## config.mk

```make
export PLATFORM = sky130hd
export DESIGN_NAME = snn_seq_ctrl
export DESIGN_NICKNAME = d
export VERILOG_FILES = /design/src/rtl/snn_seq_ctrl.sv
export SDC_FILE = /design/constraint.sdc
export NUM_CORES = 1
export LEC_CHECK = 0
export CORE_MARGIN = 2
export CORE_UTILIZATION = 45
export DETAILED_ROUTE_END_ITERATION = 10
export DONT_BUFFER_PORTS = 1
export GPL_ROUTABILITY_DRIVEN = 1
export PLACE_DENSITY = 0.66
export SETUP_SLACK_MARGIN = 0.3
export SYNTH_ARGS = -nofsm -noshare
export SYNTH_HDL_FRONTEND = slang
export SYNTH_SLANG_ARGS = --single-unit
export TNS_END_PERCENT = 10
```

## constraint.sdc

```tcl
create_clock -name clk -period 8.7 [get_ports clk]
set_clock_uncertainty 0.05 [all_clocks]
set_input_delay 2.175 -clock clk [delete_from_list [all_inputs] [get_ports clk]]
set_output_delay 2.175 -clock clk [all_outputs]
set_load 0.02 [all_outputs]
```

## src/rtl/snn_seq_ctrl.sv

```systemverilog
// snn_seq_ctrl: host-side sequencer for the SNN core.
// Takes a run command, optionally streams weights, then feeds images word by
// word into the core, collects each classification and keeps a correct count.
module snn_seq_ctrl #(
    parameter int unsigned IMG_WORDS   = 25,
    parameter int unsigned WT_WORDS    = 64,
    parameter int unsigned TIMEOUT_CYC = 65535
) (
    input  logic        clk,
    input  logic        rst,

    input  logic        cmd_valid,
    output logic        cmd_ready,
    input  logic [1:0]  cmd_mode,
    input  logic [7:0]  cmd_label,
    input  logic [15:0] cmd_count,

    input  logic [31:0] img_data,
    input  logic        img_valid,
    output logic        img_ready,

    input  logic [31:0] wt_data,
    input  logic        wt_valid,
    output logic        wt_ready,

    output logic        core_start_main,
    output logic [1:0]  core_mode,
    output logic [7:0]  core_test_label,
    output logic [31:0] core_image_in,
    output logic [31:0] core_weight_in,
    output logic        core_valid_image,
    input  logic        core_ready,
    input  logic        core_start_core_img,
    input  logic        core_valid_all,
    input  logic [7:0]  core_image_label,

    output logic        res_valid,
    output logic [7:0]  res_label,
    output logic        res_match,
    output logic [15:0] res_index,
    output logic [15:0] correct_cnt,

    output logic        busy,
    output logic        done,
    output logic        err_timeout,
    output logic        err_mode
);

    localparam int unsigned MAX_WORDS = (IMG_WORDS > WT_WORDS) ? IMG_WORDS : WT_WORDS;
    localparam int unsigned WC_W      = $clog2(MAX_WORDS + 1);
    localparam int unsigned TC_W      = $clog2(TIMEOUT_CYC + 1);

    localparam logic [1:0] MODE_TEST     = 2'd1;
    localparam logic [1:0] MODE_CLASSIFY = 2'd2;
    localparam logic [1:0] MODE_RSVD     = 2'd3;

    typedef enum logic [2:0] {
        S_IDLE,
        S_START,
        S_WLOAD,
        S_WAIT_IMG,
        S_ILOAD,
        S_WAIT_RES,
        S_REPORT,
        S_FINISH
    } state_t;

    state_t            state_q;
    state_t            state_d;

    logic [1:0]        mode_q;
    logic [7:0]        label_q;
    logic [15:0]       count_q;
    logic [15:0]       img_cnt_q;
    logic [WC_W-1:0]   word_cnt_q;
    logic [TC_W-1:0]   tmo_cnt_q;
    logic [7:0]        res_label_q;
    logic              res_match_q;
    logic [15:0]       res_index_q;
    logic [15:0]       correct_cnt_q;
    logic              err_timeout_q;
    logic              err_mode_q;

    logic              accept;
    logic              wt_xfer;
    logic              img_xfer;
    logic              capture;
    logic              tmo_hit;
    logic              in_wait;
    logic              tmo_expired;
    logic              match_c;

    // The TIMEOUT_CYC-th consecutive idle cycle in a wait state is the last one
    assign tmo_expired = (tmo_cnt_q == TC_W'(TIMEOUT_CYC - 1));
    assign match_c     = (mode_q == MODE_TEST) && (core_image_label == label_q);

    // State register
    always_ff @(posedge clk or posedge rst) begin
        if (rst) begin
            state_q <= S_IDLE;
        end else begin
            state_q <= state_d;
        end
    end

    // Next-state decode, stream pass-through and control strobes
    always_comb begin
        state_d          = state_q;
        cmd_ready        = 1'b0;
        img_ready        = 1'b0;
        wt_ready         = 1'b0;
        core_valid_image = 1'b0;
        core_image_in    = 32'd0;
        core_weight_in   = 32'd0;
        core_start_main  = 1'b0;
        res_valid        = 1'b0;
        done             = 1'b0;
        busy             = 1'b1;
        accept           = 1'b0;
        wt_xfer          = 1'b0;
        img_xfer         = 1'b0;
        capture          = 1'b0;
        tmo_hit          = 1'b0;
        in_wait          = 1'b0;

        case (state_q)
            S_IDLE: begin
                busy      = 1'b0;
                cmd_ready = 1'b1;
                if (cmd_valid) begin
                    accept = 1'b1;
                    if ((cmd_count == 16'd0) || (cmd_mode == MODE_RSVD)) begin
                        state_d = S_FINISH;
                    end else begin
                        state_d = S_START;
                    end
                end
            end

            S_START: begin
                core_start_main = 1'b1;
                state_d = (mode_q == MODE_CLASSIFY) ? S_WLOAD : S_WAIT_IMG;
            end

            S_WLOAD: begin
                in_wait        = 1'b1;
                core_weight_in = wt_data;
                wt_ready       = core_ready;
                wt_xfer        = wt_valid && core_ready;
                if (wt_xfer) begin
                    if (word_cnt_q == WC_W'(WT_WORDS - 1)) begin
                        state_d = S_WAIT_IMG;
                    end
                end else if (tmo_expired) begin
                    tmo_hit = 1'b1;
                    state_d = S_FINISH;
                end
            end

            S_WAIT_IMG: begin
                in_wait = 1'b1;
                if (core_start_core_img) begin
                    state_d = S_ILOAD;
                end else if (tmo_expired) begin
                    tmo_hit = 1'b1;
                    state_d = S_FINISH;
                end
            end

            S_ILOAD: begin
                in_wait          = 1'b1;
                core_image_in    = img_data;
                img_ready        = core_ready;
                img_xfer         = img_valid && core_ready;
                core_valid_image = img_xfer;
                if (img_xfer) begin
                    if (word_cnt_q == WC_W'(IMG_WORDS - 1)) begin
                        state_d = S_WAIT_RES;
                    end
                end else if (tmo_expired) begin
                    tmo_hit = 1'b1;
                    state_d = S_FINISH;
                end
            end

            S_WAIT_RES: begin
                in_wait = 1'b1;
                // A result arriving on the expiry cycle still counts
                if (core_valid_all) begin
                    capture = 1'b1;
                    state_d = S_REPORT;
                end else if (tmo_expired) begin
                    tmo_hit = 1'b1;
                    state_d = S_FINISH;
                end
            end

            S_REPORT: begin
                res_valid = 1'b1;
                state_d = ((img_cnt_q + 16'd1) == count_q) ? S_FINISH : S_WAIT_IMG;
            end

            S_FINISH: begin
                done    = 1'b1;
                state_d = S_IDLE;
            end

            default: begin
                state_d = S_IDLE;
            end
        endcase
    end

    // Word and timeout counters; both restart on any state change
    always_ff @(posedge clk or posedge rst) begin
        if (rst) begin
            word_cnt_q <= '0;
            tmo_cnt_q  <= '0;
        end else begin
            if (state_d != state_q) begin
                word_cnt_q <= '0;
            end else if (wt_xfer || img_xfer) begin
                word_cnt_q <= word_cnt_q + WC_W'(1);
            end

            if ((state_d != state_q) || wt_xfer || img_xfer) begin
                tmo_cnt_q <= '0;
            end else if (in_wait) begin
                tmo_cnt_q <= tmo_cnt_q + TC_W'(1);
            end
        end
    end

    // Command latch, result capture, run statistics and sticky errors
    always_ff @(posedge clk or posedge rst) begin
        if (rst) begin
            mode_q        <= 2'd0;
            label_q       <= 8'd0;
            count_q       <= 16'd0;
            img_cnt_q     <= 16'd0;
            res_label_q   <= 8'd0;
            res_match_q   <= 1'b0;
            res_index_q   <= 16'd0;
            correct_cnt_q <= 16'd0;
            err_timeout_q <= 1'b0;
            err_mode_q    <= 1'b0;
        end else begin
            if (accept) begin
                mode_q        <= cmd_mode;
                label_q       <= cmd_label;
                count_q       <= cmd_count;
                img_cnt_q     <= 16'd0;
                correct_cnt_q <= 16'd0;
                err_timeout_q <= 1'b0;
                err_mode_q    <= (cmd_mode == MODE_RSVD);
            end

            if (tmo_hit) begin
                err_timeout_q <= 1'b1;
            end

            if (capture) begin
                res_label_q <= core_image_label;
                res_match_q <= match_c;
                res_index_q <= img_cnt_q;
                if (match_c && (correct_cnt_q != 16'hFFFF)) begin
                    correct_cnt_q <= correct_cnt_q + 16'd1;
                end
            end

            if (state_q == S_REPORT) begin
                img_cnt_q <= img_cnt_q + 16'd1;
            end
        end
    end

    assign core_mode       = mode_q;
    assign core_test_label = label_q;
    assign res_label       = res_label_q;
    assign res_match       = res_match_q;
    assign res_index       = res_index_q;
    assign correct_cnt     = correct_cnt_q;
    assign err_timeout     = err_timeout_q;
    assign err_mode        = err_mode_q;

endmodule

```

==> After elaboration in Yosys (flattened, before gate mapping) <==
Index checks and enable logic that the tools add are counted.
{ "op_classes": {"n_shift": 0, "reduce_logical": 15, "n_bitwise": 0, "n_mux": 45, "eq_ne": 17, "mul": 0, "add_sub_neg": 4, "div": 0, "n_lt_le_gt_ge": 0} }
{ "ops": {"columns": ["cell", "n"], "rows": [
  ["16-bit 2-to-1 mux", 7],
  ["32-bit 2-to-1 mux", 2],
  ["16-bit by 1-bit adder with 16-bit output, second input constant", 3],
  ["3-bit 2-to-1 mux", 10],
  ["3-bit case mux with 8 select lines", 1],
  ["1-bit 2-to-1 mux", 22],
  ["16-bit == test", 1],
  ["16-bit == test, second input constant", 1],
  ["16-bit logical NOT", 1],
  ["16-bit != test, second input constant", 1],
  ["7-bit 2-to-1 mux", 2],
  ["3-bit == test, second input constant", 4],
  ["8-bit == test", 1],
  ["2-bit nonzero test", 4],
  ["7-bit by 1-bit adder with 7-bit output, second input constant", 1],
  ["7-bit by 5-bit == test with 1-bit output, second input constant", 1],
  ["7-bit by 6-bit == test with 1-bit output, second input constant", 1],
  ["3-bit by 2-bit == test with 1-bit output, second input constant", 2],
  ["2-bit == test, second input constant", 2],
  ["1-bit logical AND", 4],
  ["1-bit logical OR", 4],
  ["1-bit case mux with 4 select lines", 1],
  ["4-bit OR reduction", 1],
  ["3-bit by 1-bit == test with 1-bit output, second input constant", 1],
  ["other kinds (3)", 3]
]} }
{ "word_totals": {"latch_bits": 0, "elab_cells": 94, "in_bits": 106, "ram_bits": 0, "register_bits": 111, "n_memories": 0, "romBits": 0} }

==> Depth between registers and ports, before layout <==
Gate-level depths: netlist of run 1.
{ "depth": {"ltp_word": 9, "depth_mapped": 9} }

==> Worst setup path after synthesis of run 1 <==
Ideal clock, no wire load.
{ "synth_path": {"kind": "input to output", "from": "input port core_ready", "to": "output port core_valid_image", "setup_slack_ns": 3.663, "arrival_time_ns": 2.812, "path_stages": 3, "n_path_buf": 1, "cell_sequence": "clkbuf_1 nand3b_1 nor2_1"} }
{ "synth_via": {"elab_chain_cells": 2} }
{ "synth_lines": {"columns": ["item", "line", "rtl"], "rows": [
  ["start, declared", "32", "input logic core_ready,"],
  ["1-bit logical AND", "174", "img_xfer = img_valid && core_ready;"],
  ["1-bit 2-to-1 mux", "126", "case (state_q)"],
  ["end, declared", "31", "output logic core_valid_image,"]
]} }
No other way between the ends.

==> Worst setup path in the final report of run 1 <==
Same ends and word-level chain as after synthesis.

==> results.sh, run 1 <==
export IMPL_outcome="complete, no violations"
export IMPL_worst_skew_pair_late_latency_ns=0.35
export IMPL_timing_critical_path_slowest_cell_delay_ns=0.35
export IMPL_core_region_area_um2=13240
export IMPL_flip_flop_cell_with_the_highest_count_after_synthesis="sky130_fd_sc_hd__dfrtp_1"
export IMPL_syn2layout_area_growth_pct=7.384
export IMPL_worst_ir_drop_vdd_v=0.0001175
export IMPL_critPathSlowestCell="sky130_fd_sc_hd__nor2_1"
export IMPL_number_of_antenna_violations_at_the_first_check_in_global_routing=2
export IMPL_synthArstFlopShare_pct=100.0
export IMPL_route_detailed_drc=0
export IMPL_cp_max_fo=9
export IMPL_synth_area_leader_cell="sky130_fd_sc_hd__dfrtp_1"
export IMPL_critical_path_n_buffers_inverters=0
export IMPL_dr_wl_met3_mm=1.799
export IMPL_start_util_pct=46.19
export IMPL_unrepaired_setup_endpoints_after_global_routing="false"
export IMPL_synthesis_yosys_warnings=0
export IMPL_dp_hpwl_mm=12.80
export IMPL_rows=42
export IMPL_cts_clk_slew_worst_paths_ns=0.07
export IMPL_grt_first_pass_wirelength_mm=26.58
export IMPL_worst_pin_slew_ns=1.090
export IMPL_synthCells=681
export IMPL_die_height_um=120.6
export IMPL_vias=5037
export IMPL_mappedNetlistArea_um2=6117
export IMPL_arrival_ns=2.65
export IMPL_drtIter0Drc=318
export IMPL_layout_min_cycle_time_ns=4.875
export IMPL_ys_top_cells_by_area="sky130_fd_sc_hd__dfrtp_1, sky130_fd_sc_hd__nand2_1, sky130_fd_sc_hd__xor2_1, sky130_fd_sc_hd__mux2_2, sky130_fd_sc_hd__and3_1"
export IMPL_wl_met1_mm=7.917
export IMPL_cts_made_buffers=9
export IMPL_yosys_register_bits=111
export IMPL_cts_sink_count=111
export IMPL_report_final_setup_viol=0
export IMPL_grt_start_max_net_pins=70
export IMPL_first_global_vias=4738
export IMPL_portBuffers=0
export IMPL_detailedRoute_firstPassIterationCount=5
export IMPL_io_pins=231
export IMPL_critical_path_sink_type="primary output"
export IMPL_h_tree_depth=3
export IMPL_dieArea_um2=14540
export IMPL_clk_path_buf_depth=2
export IMPL_ys_seq_area_share_pct=45.41
export IMPL_groute_usage_overall_pct=23.72
export IMPL_synthesis_area_per_instance_um2=8.983
export IMPL_postRouteAntennaNets=0
export IMPL_placed_cell_area_um2=6257
export IMPL_count_of_cell_types_in_the_netlist=52
export IMPL_yosysTopAreaCellShare_pct=45.41
export IMPL_post_cts_resized=0
export IMPL_dr_max_layer_used="met4"
export IMPL_power_density_nw_per_um2=300.4
export IMPL_wl_per_cell_um=20.25
export IMPL_max_freq_ghz=0.2051
export IMPL_cts_tree="built"
export IMPL_final_setup_worst_slack_ns=3.825
export IMPL_fin_crit_sh_pct=56.04
export IMPL_drv_slew=0
export IMPL_critPathRequiredTime_ns=6.48
export IMPL_worst_setup_path_start_kind="input pin"
export IMPL_timing_setup_tns_ns=0
export IMPL_setup_worst_path_class="in2out"
export IMPL_detail_route_wirelength_mm=17.13
export IMPL_syn_num_nets=793
export IMPL_cts_hold_buffers_added=0
export IMPL_layout_drive_gt1_share_pct=7.773
export IMPL_post_cts_setup_buffers=0
export IMPL_synth_edf_count=0
export IMPL_globalRoute_totalOverflow=0
export IMPL_worst_slew_margin_rel_pct=26.98
export IMPL_final_design_area_no_fill_um2=6569
export IMPL_power_leakage_nw=2.998
export IMPL_timing_hold_violations_final=0
export IMPL_maxCapViolations=0
export IMPL_hold_path_class="reg2reg"
export IMPL_clock_root_buffer="sky130_fd_sc_hd__clkbuf_16"
export IMPL_place_gp_congestion=0.8414
export IMPL_detailroute_wirelength_met2_mm=7.234
export IMPL_postLayoutCoreUtil_pct=49.60
export IMPL_place_worst_setup_slack_ns=3.834
export IMPL_final_net_count=776
export IMPL_hold_worst_slack_ns=0.4520
export IMPL_die_width_um=120.6
export IMPL_path_delay_family="simple AND/OR/NAND/NOR gates"
export IMPL_critical_path_cell_chain="nand3b_1 -> nor2_1"
export IMPL_vias_per_std_cell=5.954
-- area by class of cell --
cell class / count / area (µm²)
multi-input cells: 520 / 3156
diodes: 1 / 2.502
well taps: 176 / 220.2
clock inverters: 4 / 52.55
fillers: 1247 / 6674
clock buffers: 12 / 256.5
repair buffers: 5 / 37.54
inverters: 17 / 66.31
flip-flops and latches: 111 / 2778
-- flip-flops by register name, summed over array words and instances (netlist names) --
register         cells
core_test_label      8
res_label            8
img_cnt_q           16
res_index           16
err_timeout          1
correct_cnt         16
word_cnt_q           7
count_q             16
tmo_cnt_q           16
state_q              3
core_mode            2
err_mode             1
res_match            1
-- cells in the final DEF, fill, tap and decap left out, types with 2 or more instances in the layout --
cell / n
sky130_fd_sc_hd__or4_1: 3
sky130_fd_sc_hd__o21ai_0: 39
sky130_fd_sc_hd__clkbuf_16: 9
sky130_fd_sc_hd__nand3_1: 25
sky130_fd_sc_hd__nand2_1: 123
sky130_fd_sc_hd__a21o_1: 3
sky130_fd_sc_hd__nor4_1: 11
sky130_fd_sc_hd__o31ai_1: 12
sky130_fd_sc_hd__mux2i_1: 5
sky130_fd_sc_hd__xor2_1: 32
sky130_fd_sc_hd__buf_4: 5
sky130_fd_sc_hd__or2_2: 2
sky130_fd_sc_hd__nor2b_1: 3
sky130_fd_sc_hd__ha_1: 6
sky130_fd_sc_hd__clkbuf_8: 2
sky130_fd_sc_hd__nand2b_1: 3
sky130_fd_sc_hd__or3_1: 4
sky130_fd_sc_hd__o211ai_1: 6
sky130_fd_sc_hd__nor2_1: 41
sky130_fd_sc_hd__a31oi_1: 3
sky130_fd_sc_hd__and2_1: 34
sky130_fd_sc_hd__dfrtp_1: 111
sky130_fd_sc_hd__inv_1: 16
sky130_fd_sc_hd__and3_1: 38
sky130_fd_sc_hd__nor3_1: 26
sky130_fd_sc_hd__mux2_2: 22
sky130_fd_sc_hd__and3b_1: 2
sky130_fd_sc_hd__a21oi_1: 8
sky130_fd_sc_hd__nand4_1: 14
sky130_fd_sc_hd__xnor2_1: 26
sky130_fd_sc_hd__and4_1: 5
-- synthesized netlist by cell type, types with 14 or more instances --
library cell               count
sky130_fd_sc_hd__and2_1       34
sky130_fd_sc_hd__dfrtp_1     111
sky130_fd_sc_hd__clkbuf_1     25
sky130_fd_sc_hd__mux2_2       22
sky130_fd_sc_hd__nand4_1      14
sky130_fd_sc_hd__nor3_1       26
sky130_fd_sc_hd__nand2_1     123
sky130_fd_sc_hd__nand3_1      25
sky130_fd_sc_hd__o21ai_0      39
sky130_fd_sc_hd__xnor2_1      26
sky130_fd_sc_hd__and3_1       38
sky130_fd_sc_hd__nor2_1       42
sky130_fd_sc_hd__xor2_1       32
sky130_fd_sc_hd__inv_1        17
-- logic make-up (layout without fill, tap and decap cells) --
family,after synthesis,count (layout),synth area share (%)
AND/OR/NAND/NOR,346,346,28.61
flip-flops,111,111,45.41
AO/OA/AOI/OAI,83,83,8.407
XOR/XNOR,58,58,8.304
buffers and inverters,50,38,3.170
multiplexers,27,27,4.868
adder cells (fa/ha/maj),6,6,1.227
other,0,1,0
-- worst paths after layout --
kind,start,end,slack [ns],cells past startpoint
min reg2reg,count_q[13],count_q[13],0.45,2
max reg2reg,state_q[1],tmo_cnt_q[1],4.85,7
min,count_q[13],count_q[13],0.45,2
max in group asynchronous,rst,correct_cnt[11],5.63,2
max,core_ready,core_valid_image,3.82,2
min in group asynchronous,rst,count_q[10],1.69,1
-- routing by layer --
layer / global-route usage, % / up-vias
li1: - / 2320
met1: 35.91 / 2481
met5: 0 / -
met2: 31.50 / 218
met3: 9.292 / 18
met4: 5.814 / 0
-- per-stage QoR --
| step | power (mW) | cells |
|---|---|---|
| floorplan | 1.382 | 681 |
| detailed placement | 1.548 | 829 |
| finish | 1.973 | 846 |
| global route | 2.098 | 845 |
| global placement | 1.524 | 829 |
| CTS | 1.982 | 845 |
-- where the power goes --
part	switching, mW	internal, mW
logic	0.489	0.231
clock network	0.188	0.240
registers	0.201	0.624
total	0.878	1.10
(Power assumes the default switching activity.)
==> run 2: changes to the inputs <==
==> constraint.sdc (replaced) <==
create_clock -name clk -period 4.7 [get_ports clk]
set_clock_uncertainty 0.05 [all_clocks]
set_input_delay 1.175 -clock clk [delete_from_list [all_inputs] [get_ports clk]]
set_output_delay 1.175 -clock clk [all_outputs]
set_load 0.02 [all_outputs]
==> run 2 against run 1 <==
  * Critical endpoint is now core_image_in[21]
  * Power rose by 85%
  * Worst setup slack got worse by 2.8 ns
  * Critical path depth did not move
  * Critical path type is now reg2out
  * Clock-buffer cell count fell by 3
  * Non-clock buffer count rose by 3
  * Cell area rose by 0.29%
  * Utilization rose by 0.14 points
  * Via count rose by 1.2%
  * Sequential share of layout area fell by 0.12 points
  * Clock power rose by 84%
  * Highest routed layer unchanged
  * Cell count rose by 0.35%
  * First-iteration DRC count rose by 66%
==> results.sh, run 2 (synthesis gave the netlist of run 1 again) <==
export IMPL_detail_route_wirelength_mm=17.48
export IMPL_hold_worst_slack_ns=0.4531
export IMPL_post_cts_setup_buffers=0
export IMPL_portBuffers=0
export IMPL_core_region_area_um2=13240
export IMPL_cts_hold_buffers_added=0
export IMPL_hold_path_class="reg2reg"
export IMPL_drv_slew=0
export IMPL_critical_path_sink_type="primary output"
export IMPL_globalRoute_totalOverflow=0
export IMPL_regToRegSetupSlack_ns=1.40
export IMPL_power_leakage_nw=3.001
export IMPL_syn2layout_area_growth_pct=7.691
export IMPL_dp_hpwl_mm=13.24
export IMPL_cts_tree="built"
export IMPL_cts_sink_count=111
export IMPL_fin_crit_sh_pct=77.92
export IMPL_detailedRoute_firstPassIterationCount=5
export IMPL_h_tree_depth=3
export IMPL_cp_max_fo=35
export IMPL_critPathSlowestCell="sky130_fd_sc_hd__nor2b_2"
export IMPL_layout_drive_gt1_share_pct=8.333
export IMPL_route_detailed_drc=0
export IMPL_report_final_setup_viol=0
export IMPL_start_util_pct=46.19
export IMPL_io_pins=231
export IMPL_setup_worst_path_class="reg2out"
export IMPL_commonest_cells_after_routing_fill_and_taps_aside="sky130_fd_sc_hd__nand2_1, sky130_fd_sc_hd__dfrtp_1, sky130_fd_sc_hd__nor2_1, sky130_fd_sc_hd__o21ai_0, sky130_fd_sc_hd__and3_1"
export IMPL_wl_per_cell_um=20.59
export IMPL_postLayoutCoreUtil_pct=49.74
export IMPL_place_worst_setup_slack_ns=1.361
export IMPL_postRouteAntennaNets=0
export IMPL_critical_path_cell_chain="nor2b_2 -> and3_1"
export IMPL_final_design_area_no_fill_um2=6588
export IMPL_clk_path_buf_depth=2
export IMPL_timing_critical_path_slowest_cell_delay_ns=0.92
export IMPL_outcome="complete, no violations"
export IMPL_final_net_count=779
export IMPL_worst_skew_pair_late_latency_ns=0.36
export IMPL_mostFrequentLayoutCell="sky130_fd_sc_hd__nand2_1"
export IMPL_arrival_ns=2.44
export IMPL_layout_min_cycle_time_ns=3.662
export IMPL_layout_filler_cells=1230
export IMPL_vias=5099
export IMPL_worst_slew_margin_rel_pct=29.25
export IMPL_worst_ir_drop_vdd_v=0.0002599
export IMPL_fin_cells=849
export IMPL_rows=42
export IMPL_critPathRequiredTime_ns=3.47
export IMPL_final_setup_worst_slack_ns=1.038
export IMPL_drtIter0Drc=527
export IMPL_worst_setup_path_start_kind="flop"
export IMPL_clock_root_buffer="sky130_fd_sc_hd__clkbuf_16"
export IMPL_power_density_nw_per_um2=555.3
export IMPL_dieArea_um2=14540
export IMPL_placed_cell_area_um2=6280
export IMPL_post_cts_resized=0
export IMPL_die_width_um=120.6
export IMPL_place_detailed_instances=832
export IMPL_vias_per_std_cell=6.006
export IMPL_groute_usage_overall_pct=23.61
export IMPL_cts_clk_slew_worst_paths_ns=0.07
export IMPL_totalPowerFinal_mw=3.658
export IMPL_number_of_antenna_violations_at_the_first_check_in_global_routing=2
export IMPL_max_freq_ghz=0.2731
export IMPL_die_height_um=120.6
export IMPL_unrepaired_setup_endpoints_after_global_routing="false"
export IMPL_grt_first_pass_wirelength_mm=26.57
export IMPL_maxCapViolations=0
export IMPL_timing_hold_violations_final=0
export IMPL_first_global_vias=4782
export IMPL_grt_start_max_net_pins=45
export IMPL_place_gp_congestion=0.8609
export IMPL_timing_setup_tns_ns=0
export IMPL_cts_made_buffers=9
export IMPL_worst_pin_slew_ns=1.053
run 2: worst paths after layout:
check,start,end,depth (start not counted)
max,state_q[2],core_image_in[21],2
min,count_q[15],count_q[15],2
max reg2reg,state_q[1],correct_cnt[14],6
min reg2reg,count_q[15],count_q[15],2
max in group asynchronous,rst,correct_cnt[4],2
min in group asynchronous,rst,res_index[11],1
run 2: critical path: cells and delay by family, from the launching register on:
kind             cells  cell delay, ns
and+or+nand+nor      2            1.42
DFF                  1            0.64
run 2: per-layer routing:
layer	vias up	part of all wire (%)	GRT usage [%]
met1	2502	44	35.96
li1	2327	-	-
met2	247	43	31.99
met5	-	0	0
met3	23	12	7.972
met4	0	1.3	5.887
run 2: cell type report:
| type | count | area, µm² | share of cell area, % |
|---|---|---|---|
| inverter | 17 | 66.31 | 1.007 |
| antenna | 1 | 2.502 | 0.03799 |
| timing repair buffer | 8 | 60.06 | 0.9117 |
| tap | 176 | 220.2 | 3.343 |
| sequential | 111 | 2778 | 42.17 |
| clock buffer | 9 | 225.2 | 3.419 |
| clock inverter | 7 | 80.08 | 1.216 |
| multi-input combinational | 520 | 3156 | 47.90 |
run 2: power breakdown:
part,switching [mW],internal [mW],total (mW)
combinational,0.905,0.436,1.34
clock,0.367,0.419,0.786
sequential,0.377,1.15,1.53
